--- src/rtl/spi_slave_port.sv ---
// rtl/spi_slave_port.sv - SPI mode-0 slave with tx holding register and sticky status
//
// Ports:
//   clk_clk, reset_reset_n     system clock, async active-low reset
//   spi_SCLK/SS_n/MOSI/MISO    SPI mode 0 (CPOL=0, CPHA=0), MSB first
//   rx_data, rx_valid          last complete frame, one-cycle update pulse
//   tx_data, tx_valid/tx_ready next frame to send, holding-register handshake
//   busy                       frame in progress
//   tx_underrun, frame_err     sticky status, cleared by status_clr
module spi_slave_port #(
    parameter int DATA_W      = 8,
    parameter int SYNC_STAGES = 2
) (
    input  logic              clk_clk,
    input  logic              reset_reset_n,
    input  logic              spi_SCLK,
    input  logic              spi_SS_n,
    input  logic              spi_MOSI,
    output logic              spi_MISO,
    output logic [DATA_W-1:0] rx_data,
    output logic              rx_valid,
    input  logic [DATA_W-1:0] tx_data,
    input  logic              tx_valid,
    output logic              tx_ready,
    output logic              busy,
    output logic              tx_underrun,
    output logic              frame_err,
    input  logic              status_clr
);

    localparam int CNT_W = $clog2(DATA_W + 1);
    localparam logic [CNT_W-1:0] CNT_FULL = CNT_W'(DATA_W);
    localparam logic [CNT_W-1:0] CNT_LAST = CNT_W'(DATA_W - 1);

    localparam logic [1:0] ST_IDLE       = 2'd0;
    localparam logic [1:0] ST_SHIFT      = 2'd1;
    localparam logic [1:0] ST_WAIT_DESEL = 2'd2;

    logic [SYNC_STAGES-1:0] sclk_sync_q, ss_sync_q, mosi_sync_q;
    logic                   sclk_prev_q, ss_prev_q;
    logic                   armed_q;

    logic [1:0]        state_q, state_d;
    logic [CNT_W-1:0]  bit_cnt_q, bit_cnt_d;
    logic [DATA_W-1:0] tx_shift_q, tx_shift_d;
    logic [DATA_W-1:0] rx_shift_q, rx_shift_d;
    logic [DATA_W-1:0] hold_q, hold_d;
    logic              hold_full_q, hold_full_d;
    logic [DATA_W-1:0] rx_data_q, rx_data_d;
    logic              rx_valid_q, rx_valid_d;
    logic              underrun_q, underrun_d;
    logic              frame_err_q, frame_err_d;
    logic              pend_q, pend_d;

    logic              sclk_s, ss_s, mosi_s;
    logic              sclk_rise, sclk_fall, ss_fall, ss_rise;
    logic              load, set_ur, set_fe;
    logic [DATA_W-1:0] rx_next;

    assign sclk_s    = sclk_sync_q[SYNC_STAGES-1];
    assign ss_s      = ss_sync_q[SYNC_STAGES-1];
    assign mosi_s    = mosi_sync_q[SYNC_STAGES-1];
    assign sclk_rise = sclk_s & ~sclk_prev_q;
    assign sclk_fall = ~sclk_s & sclk_prev_q;
    assign ss_fall   = ~ss_s & ss_prev_q;
    assign ss_rise   = ss_s & ~ss_prev_q;
    assign rx_next   = {rx_shift_q[DATA_W-2:0], mosi_s};

    always_comb begin
        state_d     = state_q;
        bit_cnt_d   = bit_cnt_q;
        tx_shift_d  = tx_shift_q;
        rx_shift_d  = rx_shift_q;
        hold_d      = hold_q;
        hold_full_d = hold_full_q;
        rx_data_d   = rx_data_q;
        rx_valid_d  = 1'b0;
        pend_d      = pend_q;
        load        = 1'b0;
        set_ur      = 1'b0;
        set_fe      = 1'b0;

        case (state_q)
            // The synchronizer resets to "deselected", so a reset released
            // mid-frame would look like SS_n high. armed_q delays the check
            // until the whole chain holds real input samples.
            ST_WAIT_DESEL: begin
                if (armed_q && (&ss_sync_q) && ss_prev_q) begin
                    state_d = ST_IDLE;
                end
            end
            ST_IDLE: begin
                if (ss_fall) begin
                    load      = 1'b1;
                    bit_cnt_d = '0;
                    state_d   = ST_SHIFT;
                end
            end
            ST_SHIFT: begin
                if (ss_rise) begin
                    state_d = ST_IDLE;
                    if (bit_cnt_q != '0 && bit_cnt_q != CNT_FULL) begin
                        set_fe = 1'b1;
                    end
                end else if (sclk_rise) begin
                    // An empty-load only counts as underrun once the master
                    // actually clocks the frame; the reload after the last
                    // falling edge of a transfer is otherwise harmless.
                    if (bit_cnt_q == '0 && pend_q) begin
                        set_ur = 1'b1;
                        pend_d = 1'b0;
                    end
                    rx_shift_d = rx_next;
                    bit_cnt_d  = bit_cnt_q + 1'b1;
                    if (bit_cnt_q == CNT_LAST) begin
                        rx_data_d  = rx_next;
                        rx_valid_d = 1'b1;
                    end
                end else if (sclk_fall) begin
                    if (bit_cnt_q == CNT_FULL) begin
                        load      = 1'b1;
                        bit_cnt_d = '0;
                    end else begin
                        tx_shift_d = {tx_shift_q[DATA_W-2:0], 1'b1};
                    end
                end
            end
            default: state_d = ST_WAIT_DESEL;
        endcase

        // Accept and load never both touch hold_full: accept needs it clear,
        // a consuming load needs it set.
        if (tx_valid && !hold_full_q) begin
            hold_d      = tx_data;
            hold_full_d = 1'b1;
        end
        if (load) begin
            pend_d = !hold_full_q;
            if (hold_full_q) begin
                tx_shift_d  = hold_q;
                hold_full_d = 1'b0;
            end else begin
                tx_shift_d = '1;
            end
        end

        underrun_d  = set_ur ? 1'b1 : (status_clr ? 1'b0 : underrun_q);
        frame_err_d = set_fe ? 1'b1 : (status_clr ? 1'b0 : frame_err_q);
    end

    always_ff @(posedge clk_clk or negedge reset_reset_n) begin
        if (!reset_reset_n) begin
            sclk_sync_q <= '0;
            ss_sync_q   <= '1;
            mosi_sync_q <= '0;
            sclk_prev_q <= 1'b0;
            ss_prev_q   <= 1'b1;
            armed_q     <= 1'b0;
            state_q     <= ST_WAIT_DESEL;
            bit_cnt_q   <= '0;
            tx_shift_q  <= '1;
            rx_shift_q  <= '0;
            hold_q      <= '0;
            hold_full_q <= 1'b0;
            rx_data_q   <= '0;
            rx_valid_q  <= 1'b0;
            underrun_q  <= 1'b0;
            frame_err_q <= 1'b0;
            pend_q      <= 1'b0;
        end else begin
            sclk_sync_q <= {sclk_sync_q[SYNC_STAGES-2:0], spi_SCLK};
            ss_sync_q   <= {ss_sync_q[SYNC_STAGES-2:0], spi_SS_n};
            mosi_sync_q <= {mosi_sync_q[SYNC_STAGES-2:0], spi_MOSI};
            sclk_prev_q <= sclk_s;
            ss_prev_q   <= ss_s;
            armed_q     <= 1'b1;
            state_q     <= state_d;
            bit_cnt_q   <= bit_cnt_d;
            tx_shift_q  <= tx_shift_d;
            rx_shift_q  <= rx_shift_d;
            hold_q      <= hold_d;
            hold_full_q <= hold_full_d;
            rx_data_q   <= rx_data_d;
            rx_valid_q  <= rx_valid_d;
            underrun_q  <= underrun_d;
            frame_err_q <= frame_err_d;
            pend_q      <= pend_d;
        end
    end

    assign busy        = (state_q == ST_SHIFT);
    assign spi_MISO    = busy ? tx_shift_q[DATA_W-1] : 1'b1;
    assign rx_data     = rx_data_q;
    assign rx_valid    = rx_valid_q;
    assign tx_ready    = ~hold_full_q;
    assign tx_underrun = underrun_q;
    assign frame_err   = frame_err_q;

endmodule
--- config.mk ---
export PLATFORM = sky130hd
export DESIGN_NAME = spi_slave_port
export DESIGN_NICKNAME = d
export VERILOG_FILES = /design/src/rtl/spi_slave_port.sv
export SDC_FILE = /design/constraint.sdc
export NUM_CORES = 1
export LEC_CHECK = 0
export ABC_AREA = 1
export BUFFER_PORTS_ARGS = -buffer_cell sky130_fd_sc_hd__buf_2
export CAP_MARGIN = 20
export CORE_MARGIN = 5
export CORE_UTILIZATION = 31
export CTS_BUF_LIST = sky130_fd_sc_hd__clkbuf_4
export DETAILED_ROUTE_END_ITERATION = 6
export GPL_TIMING_DRIVEN = 0
export PLACE_DENSITY_LB_ADDON = 0.08
export SKIP_CTS_REPAIR_TIMING = 1
export SYNTH_ARGS = -nofsm -noshare
export SYNTH_HDL_FRONTEND = slang
export SYNTH_SLANG_ARGS = --single-unit
--- constraint.sdc ---
create_clock -name clk_clk -period 1.4 [get_ports clk_clk]
set_input_delay 0.21 -clock clk_clk [delete_from_list [all_inputs] [get_ports clk_clk]]
set_output_delay 0.21 -clock clk_clk [all_outputs]
set_load 0.03 [all_outputs]
==> metrics.cfg <==
[worst_hold_path]
hold_depth=2
hold_class=input pin to flop

[placement]
port_buffers=28
pre_cts_ws_ns=-0.140
dpl.hpwl_um=2800
dpl_cell_area_sq_um=2360
place_congestion=0.751

[timing]
rsz0062_at_grt=true
min_period_ns=1.51
report.final.setup_viol=10
clock_skew_ns=0.0208
hold_viol_final=0
drv_slew=0
slew_headroom_pct=60.0
finalCritPeriodShare_pct=108
tns_ns=-0.449
worst_pin_slew_ns=0.600
fmax_mhz=664
fin_ws_ns=-0.106

[grt]
antenna_found_initial=0
grt_pass1_vias=1383
track_usage_pct=9.82
grt_start_max_net_pins=28
grt_overflow=0
grt_pass1_wl_um=6610

[synthesis]
syn_avg_cell_area_sq_um=10.0
syn_area_sq_um=2090
ys_warn_count=0
synth_seq_area_share_pct=61.7
ys_types=25
ys_ff_latch=51
synthCells=209
synth_nets=226

[setup_path]
critPathMaxFanout=3
critPathCaptureType=output port
reg2reg_depth=7
path_class=flop to output port
cp_data_arrival_time_ns=1.30
worst_ep_required_time_ns=1.19
start_kind=flop

[outcome]
violations=negative setup slack
status=finished with violations

[drt]
firstDrtPassIters=4
routed_via_density=4.31
wl_per_cell_um=12.1
drt_wl_total_um=4210
drt_iter0_drc=23
drt-met1-wl_um=1940
postRouteAntennaNets=0
vias=1500
wl_met3_um=142
drc=0
routed.top_layer=met4
dr_wl_met2_um=2100

[flow_run]
drv_cap=0

[die]
die_area_sq_um=8490
die_w_um=92.2
num_rows=30
die_h_um=92.2
core_sq_um=6680
ios=29
start_util_pct=31.3

[clocking]
path_clk_slew_ns=0.16
worstSkewPairLatency_ns=0.38
clockBufferDepth=2
tritoncts=built
cts_sinks=51
numCtsBuffers=5
htreeDepth=2
cts_root_buffer=clkbuf_4

[final_layout]
nets=284
fin_area_sq_um=2800
syn2layout_area_growth_pct=33.7
final_core_util_pct=41.9
num_antenna_cells=0
drive_gt1_share_pct=46.3

[power_and_ir_drop]
max-vdd-ir-drop_v=0.000778
power_density_nw_per_um2=1410
power.leakage_uw=0.00137

==> cell families (layout without fill, tap and decap cells) <==
family	Yosys count	count (layout)	synth area share, %
AND/OR/NAND/NOR	88	89	18.7
buffers and inverters	31	89	5.98
multiplexers	9	9	4.78
adder cells (fa/ha/maj)	2	2	1.20
AO/OA/AOI/OAI	26	26	7.06
other	1	1	0.179
XOR/XNOR	1	1	0.419
flip-flops	51	51	61.7
==> Yosys cell counts <==
cell type,n,area [sq um]
nand2_1,55,206
dfrtp_1,39,976
inv_1,27,101
o21ai_0,19,95.1
nand3_1,14,70.1
dfstp_2,12,315
nor2_1,10,37.5
mux2_2,8,90.1
nand2_2,3,18.8
or2_2,3,18.8
ha_1,2,25.0
nor3_4,2,32.5
o21ai_2,2,17.5
o22ai_1,2,12.5
a21oi_1,1,5.00
buf_2,1,5.00
buf_6,1,11.3
clkinv_1,1,3.75
conb_1,1,3.75
inv_2,1,3.75
mux2i_1,1,10.0
nor2_2,1,6.26
o21a_2,1,8.76
o32ai_1,1,8.76
xor2_1,1,8.76
==> stage by stage <==
stage	instances	hold WS (ns)	power [uW]
2_1_floorplan	209	-0.0856	2730
3_3_place_gp	317	0.315	2970
3_5_place_dp	318	0.256	2990
4_1_cts	326	-0.170	3750
5_1_grt	348	0.0228	4240
6_report	348	0.0397	3950
==> cell usage in the layout, fill, tap and decap left out, drive strengths merged <==
cell type	n
a21oi	1
buf	47
clkbuf	6
clkinv	2
clkinvlp	1
conb	1
dfrtp	39
dfstp	12
dlygate4sd3	4
ha	2
inv	29
mux2	8
mux2i	1
nand2	59
nand3	14
nor2	11
nor3	2
o21a	1
o21ai	21
o22ai	2
o32ai	1
or2	3
xor2	1
==> power breakdown <==
part / internal [uW] / switching, uW / total (uW)
Combinational: 518 / 543 / 1060
Clock: 216 / 525 / 742
Sequential: 1920 / 224 / 2150
==> routing by layer <==
layer  GRT usage [%]  vias up
li1                -      780
met1            12.6      696
met2            15.6       22
met3            3.28        2
met4            2.97        0
met5               0        -
==> sequential cells by signal, indices dropped and copies added (netlist names), 2 cells and up <==
register and cells:
bit_cnt_q 4, tx_shift_q 8, state_q 2, mosi_sync_q 2, sclk_sync_q 2, rx_shift_q 7
hold_q 8, ss_sync_q 2, rx_data 8
==> final timing paths <==
path | start | endpoint | slack (ns)
max | state_q[1]$_DFFE_PN1P_ | spi_MISO | -0.11
min | status_clr | frame_err$_DFFE_PN0P_ | 0.04
max reg2reg | ss_prev_q$_DFF_PN1_ | rx_data[4]$_DFFE_PN0P_ | -0.05
min in group asynchronous | reset_reset_n | bit_cnt_q[1]$_DFFE_PN0P_ | 0.37
max in group asynchronous | reset_reset_n | tx_shift_q[4]$_DFFE_PN1P_ | 0.41
min reg2reg | mosi_sync_q[0]$_DFF_PN0_ | mosi_sync_q[1]$_DFF_PN0_ | 0.35
==> layout make-up <==
| cell class | instances | area [sq um] |
|---|---|---|
| plain buffers | 2 | 22.5 |
| multi-input cells | 128 | 842 |
| repair buffers | 50 | 362 |
| clock inverters | 3 | 28.8 |
| flip-flops and latches | 51 | 1290 |
| fillers | 691 | 3880 |
| clock buffers | 5 | 37.5 |
| well taps | 80 | 100 |
| inverters | 29 | 113 |
==> critical path, cell delays in order (launching register included) <==
cell	delay, ns
dfstp_2	0.58
inv_2	0.05
nand2_4	0.07
or2_4	0.12
buf_6	0.12
No activity file was read; power rests on OpenSTA's default activity.
